$ cat src/rtl/seg7_scan_driver.sv
// Multiplexed N-digit BCD display driver; optional leading-zero blanking via SEG7_LEAD_ZERO_BLANK_EN.
// Outputs registered: 1 cycle after digit_idx changes, 2 edges after load; no backpressure.
module seg7_scan_driver #(
    parameter int N_DIGITS    = 4,
    parameter int REFRESH_DIV = 50000,
    parameter int IDX_W       = 2
) (
    input  logic                  clk,
    input  logic                  rst,
    input  logic                  load,
    input  logic [4*N_DIGITS-1:0] bcd,
    input  logic [N_DIGITS-1:0]   dp_in,
    output logic [6:0]            seg,
    output logic                  dp,
    output logic [N_DIGITS-1:0]   an,
    output logic [IDX_W-1:0]      digit_idx,
    output logic                  err
);
    localparam int CNT_W = (REFRESH_DIV > 1) ? $clog2(REFRESH_DIV) : 1;
    localparam logic [CNT_W-1:0] CNT_MAX = CNT_W'(REFRESH_DIV - 1);
    localparam logic [IDX_W-1:0] IDX_MAX = IDX_W'(N_DIGITS - 1);

    logic [CNT_W-1:0]      cnt_q, cnt_d;
    logic [IDX_W-1:0]      idx_q, idx_d;
    logic [4*N_DIGITS-1:0] disp_q, disp_d;
    logic [N_DIGITS-1:0]   dpr_q, dpr_d;
    logic [6:0]            seg_q, seg_d;
    logic                  dp_q, dp_d;
    logic [N_DIGITS-1:0]   an_q, an_d;
    logic                  err_q, err_d;

    logic       tick;
    logic       bad_code;
    logic [3:0] cur_nib;
    logic       cur_dp;
    logic       blank_cur;
    logic       zero_above;

    function automatic logic [6:0] seg_of(input logic [3:0] v);
        case (v)
            4'd0:    seg_of = 7'b0111111;
            4'd1:    seg_of = 7'b0000110;
            4'd2:    seg_of = 7'b1011011;
            4'd3:    seg_of = 7'b1001111;
            4'd4:    seg_of = 7'b1100110;
            4'd5:    seg_of = 7'b1101101;
            4'd6:    seg_of = 7'b1111101;
            4'd7:    seg_of = 7'b0000111;
            4'd8:    seg_of = 7'b1111111;
            4'd9:    seg_of = 7'b1101111;
            default: seg_of = 7'b1000000;
        endcase
    endfunction

    always_comb begin
        tick  = (cnt_q == CNT_MAX);
        cnt_d = tick ? '0 : cnt_q + CNT_W'(1);
        idx_d = idx_q;
        if (tick) begin
            idx_d = (idx_q == IDX_MAX) ? '0 : idx_q + IDX_W'(1);
        end

        bad_code = 1'b0;
        for (int i = 0; i < N_DIGITS; i++) begin
            if (bcd[4*i +: 4] > 4'd9) bad_code = 1'b1;
        end
        disp_d = disp_q;
        dpr_d  = dpr_q;
        err_d  = err_q;
        if (load) begin
            disp_d = bcd;
            dpr_d  = dp_in;
            err_d  = bad_code;
        end

        cur_nib = '0;
        cur_dp  = 1'b0;
        an_d    = '0;
        for (int i = 0; i < N_DIGITS; i++) begin
            if (idx_q == IDX_W'(i)) begin
                cur_nib = disp_q[4*i +: 4];
                cur_dp  = dpr_q[i];
                an_d[i] = 1'b1;
            end
        end

        // Walk down from the top digit; digit 0 is never blanked.
        blank_cur  = 1'b0;
        zero_above = 1'b1;
`ifdef SEG7_LEAD_ZERO_BLANK_EN
        for (int i = N_DIGITS - 1; i >= 1; i--) begin
            zero_above = zero_above & (disp_q[4*i +: 4] == 4'd0);
            if ((idx_q == IDX_W'(i)) && zero_above) blank_cur = 1'b1;
        end
`endif
        seg_d = blank_cur ? 7'b0000000 : seg_of(cur_nib);
        dp_d  = cur_dp;
    end

    always_ff @(posedge clk or posedge rst) begin
        if (rst) begin
            cnt_q  <= '0;
            idx_q  <= '0;
            disp_q <= '0;
            dpr_q  <= '0;
            seg_q  <= '0;
            dp_q   <= 1'b0;
            an_q   <= '0;
            err_q  <= 1'b0;
        end else begin
            cnt_q  <= cnt_d;
            idx_q  <= idx_d;
            disp_q <= disp_d;
            dpr_q  <= dpr_d;
            seg_q  <= seg_d;
            dp_q   <= dp_d;
            an_q   <= an_d;
            err_q  <= err_d;
        end
    end

    assign seg       = seg_q;
    assign dp        = dp_q;
    assign an        = an_q;
    assign digit_idx = idx_q;
    assign err       = err_q;
endmodule
$ cat config.mk
export PLATFORM = sky130hd
export DESIGN_NAME = seg7_scan_driver
export DESIGN_NICKNAME = d
export VERILOG_FILES = /design/src/rtl/seg7_scan_driver.sv
export SDC_FILE = /design/constraint.sdc
export NUM_CORES = 1
export LEC_CHECK = 0
export BUFFER_PORTS_ARGS = -buffer_cell sky130_fd_sc_hd__buf_4
export CELL_PAD_IN_SITES_DETAIL_PLACEMENT = 1
export CELL_PAD_IN_SITES_GLOBAL_PLACEMENT = 1
export CORE_MARGIN = 2
export CORE_UTILIZATION = 45
export DETAILED_ROUTE_END_ITERATION = 12
export PLACE_DENSITY_LB_ADDON = 0.1
export SLEW_MARGIN = 25
export SYNTH_ARGS = -nofsm -noshare
export SYNTH_HDL_FRONTEND = slang
export SYNTH_SLANG_ARGS = --single-unit
$ cat constraint.sdc
create_clock -name clk -period 7.5 [get_ports clk]
set_input_delay 1.125 -clock clk [delete_from_list [all_inputs] [get_ports clk]]
set_output_delay 1.125 -clock clk [all_outputs]
set_load 0.01 [all_outputs]
==> flow_summary_export.csv <==
group,metric,value,unit
worst_setup_path,worstPathArrival,3.19,ns
run,cap_violations,0,
floorplanning,die_height,77.22,µm
hold_path,min-delay-start,"cnt_q[0]",
logic_synthesis,synth_mux_area_share,10.68,%
grt,grtUsageMet2,36.70,%
finish,fill_cells,584,
sta,hold_viol,0,
grt,antenna_found_initial,0,
grt,top_usage_layer,"met2",
hold_path,min_path_cells,1,
logic_synthesis,synthSimpleGateAreaFrac,13.28,%
pwr,clockPowerShare,34.0,%
clocking,cts.clk_slew.worst_paths,0.09,ns
grt,grt_max_degree,52,
logic_synthesis,synthXorXnorAreaFrac,4.357,%
grt,gr-usage-met3,4.824,%
clocking,cts_tree,"yes",
logic_synthesis,synthMostInstantiatedCell,"dfrtp_1",
sta,rsz0062_at_grt,"no",
pwr,intPower,0.4290,mW
route,routedWlPerCell,17.41,µm
clocking,cts_buffers,5,
logic_synthesis,synth-seq-cells,51,
clocking,cts_root_buf,"clkbuf_8",
pwr,seq_power_share,53.2,%
floorplanning,dieWidth,77.22,µm
floorplanning,core-area,5140,µm²
logic_synthesis,synth_top_family_by_area,"simple AND/OR/NAND/NOR gates",
grt,grt_pass1_vias,1840,
pwr,power.leakage,1.310,nW
sta,period_share,39.48,%
worst_setup_path,r2r-end,"seg[3]",
clocking,cts_hold_buffers,0,
grt,met1_usage,21.43,%
hold_path,hold_class,"register to register",
worst_setup_path,crit_fanout,10,
worst_setup_path,cp_cell_sequence,"inv_1 > ha_1 > nor2b_1 > a221o_1 > a22o_1 > ha_1 > inv_1 > a2111oi_0 > o21ba_2 > o22ai_1",
worst_setup_path,r2r_start,"digit_idx[1]",
finish,drive_above_1_share,30.71,%
grt,track_usage,19.56,%
logic_synthesis,yosysTopAreaCell,"dfrtp_1",
finish,final_nets,275,
logic_synthesis,synth-main-ff-cell,"dfrtp_1",
worst_setup_path,cp-end-kind,"register",
worst_setup_path,cpMaxStageDelayCell,"a2111oi_0",
worst_setup_path,slowest_delay,0.48,ns
logic_synthesis,synth_cell_types,43,
logic_synthesis,yosysWarnings,0,
clocking,cts_setup_buffers,0,
route,drc,0,
placement,io_buffers,37,
sta,skew,0.006918,ns
clocking,cts_resized,0,
logic_synthesis,async_flop_share,100.0,%
sta,slew_headroom,42.59,%
finish,antenna_cells,0,
worst_setup_path,crit_family,"compound AO/OA/AOI/OAI gates",
sta,drv_slew,0,
logic_synthesis,synth_edf_count,0,
sta,worstMarginPinSlew,0.8612,ns
logic_synthesis,synthCells,204,
sta,whs,0.5134,ns
clocking,insertion_delay,0.31,ns
worst_setup_path,critPathRequiredTime,7.73,ns
clocking,clockBufferDepth,2,
logic_synthesis,synth_top_cell_area_share,52.90,%
route,ant_nets,0,
route,first_pass_iters,4,
route,wl,5.414,mm
route,num_vias,1673,
route,drt_iter0_markers,73,
sta,max_freq,337.7,MHz
logic_synthesis,syn_area,2412,µm²
sta,fin_crit,2.961,ns
worst_setup_path,startpoint_type,"register",
floorplanning,io_pins,38,
finish,syn_to_final_growth,18.46,%
logic_synthesis,synth_compound_area_share,9.595,%
grt,grt_pass1_wl,9.108,mm
worst_setup_path,r2r_slack,4.54,ns
pwr,comb_power_share,12.8,%
clocking,h-tree-depth,2,
pwr,p_switching,0.1387,mW
clocking,cts.sink_count,51,
logic_synthesis,ys_top_cells_by_count,"dfrtp_1 (51), mux2_2 (22), ha_1 (12), nand2_1 (12), nor2_1 (11)",
sta,setup_tns,0,ns
worst_setup_path,critPathBufInv,2,
run_status,outcome,"complete, no violations",
placement,routabilityCongestion,0.8273,
logic_synthesis,syn_nets,239,
floorplanning,dieArea,5962,µm²
logic_synthesis,avgSynthCellArea,11.83,µm²
hold_path,worst_hold_path.endpoint,"cnt_q[0]",
placement,post-dp-hpwl,4.013,mm
logic_synthesis,synth.yosys.seq_area_share,52.90,%
floorplanning,initial_utilization,46.93,%
pwr,sw_frac_of_total,24.43,%
logic_synthesis,synthAdderAreaFrac,6.224,%
floorplanning,rows,26,
pwr,power_density,198.7,nW/µm²
logic_synthesis,synthTopCellsByArea,"dfrtp_1 (53%), mux2_2 (10%), ha_1 (6.2%), xnor2_1 (2.9%), nand2_1 (1.9%)",
route,viasPerCell,5.379,
sta,setup_violations,0,
worst_setup_path,rr_worst_depth,10,
grt,grt_overflow_total,0,
pwr,ir_drop,0.1003,mV
worst_setup_path,crit_type,"register to register",
==> per-stage QoR <==
step	instance area [µm²]	utilization (%)	setup WS (ns)	total power, mW	instances
finish	2858	55.60	4.539	0.5677	311
global route	2858	55.60	4.291	0.5929	311
CTS	2856	55.57	4.533	0.5733	311
detailed placement	2744	53.38	4.597	0.3810	303
global placement	2744	53.38	4.798	0.3763	303
floorplan	2412	-	4.910	0.3461	204
==> metal layers <==
metal	part of all wire [%]	vias to the layer above	wire length (µm)
met5	0	-	0
met4	1.4	0	77
met3	3.3	9	178
met2	55	23	2975
met1	40	850	2182
li1	-	791	-
==> state kept, by name, indices dropped and copies added (netlist names) <==
signal / cells
an: 4
err: 1
digit_idx: 2
dpr_q: 4
disp_q: 16
dp: 1
seg: 7
cnt_q: 16
==> cell families (layout without fill, tap and decap cells) <==
| group | Yosys count | after routing |
|---|---|---|
| muxes | 23 | 23 |
| and+or+nand+nor | 55 | 55 |
| DFF | 51 | 51 |
| adders and majority gates | 12 | 12 |
| AOI/OAI and AO/OA | 33 | 33 |
| xor gates and xnor gates | 12 | 12 |
| buffers and inverters | 18 | 55 |
==> how the worst max path moves through the flow <==
stage | from | slack (ns) | endpoint | cells past startpoint
2_1_floorplan | digit_idx[0] | 4.91 | seg[3] | 10
3_3_place_gp | digit_idx[0] | 4.80 | seg[3] | 10
3_5_place_dp | digit_idx[1] | 4.60 | seg[3] | 10
4_1_cts | digit_idx[1] | 4.53 | seg[3] | 10
5_1_grt | digit_idx[1] | 4.29 | seg[3] | 10
6_report | digit_idx[1] | 4.54 | seg[3] | 10
==> worst reg2reg max path: stages, from the launching register on <==
cell	delay (ns)
dfrtp_1	0.44
inv_1	0.11
ha_1	0.33
nor2b_1	0.11
a221o_1	0.35
a22o_1	0.31
ha_1	0.35
inv_1	0.05
a2111oi_0	0.48
o21ba_2	0.23
o22ai_1	0.12
==> power by group through the flow <==
| stage | Combinational (mW) | Sequential [mW] | Clock [mW] |
|---|---|---|---|
| 2_1_floorplan | 0.0389 | 0.307 | 0 |
| 3_3_place_gp | 0.0694 | 0.307 | 0 |
| 3_5_place_dp | 0.0735 | 0.308 | 0 |
| 4_1_cts | 0.0744 | 0.302 | 0.197 |
| 5_1_grt | 0.0808 | 0.304 | 0.208 |
| 6_report | 0.0728 | 0.302 | 0.193 |
==> area by class of cell <==
class,instances,area [µm²],share of cell area [%]
clock inverter,3,43.79,1.532
clock buffer,5,68.82,2.408
tap,70,87.58,3.065
multi-input combinational,135,1065,37.26
sequential,51,1276,44.66
inverter,10,38.79,1.357
timing repair buffer,37,277.8,9.720
==> cell usage in the layout, fill, tap and decap left out, drive strengths merged, types with 2 or more instances in the layout <==
cell type  count
o22ai          5
clkbuf         5
buf           37
nor3b          2
clkinv         3
nand2         12
o21ai          7
nand4          3
o31ai          2
xor2           4
ha            12
nand3b         3
mux2          22
nor2          11
nor3           4
a21oi          5
a221o          2
dfrtp         51
nand3          4
a221oi         2
inv            9
xnor2          8
nor2b          6
a211oi         3
and4           3
Note: power is estimated with default switching activity, not from simulation.
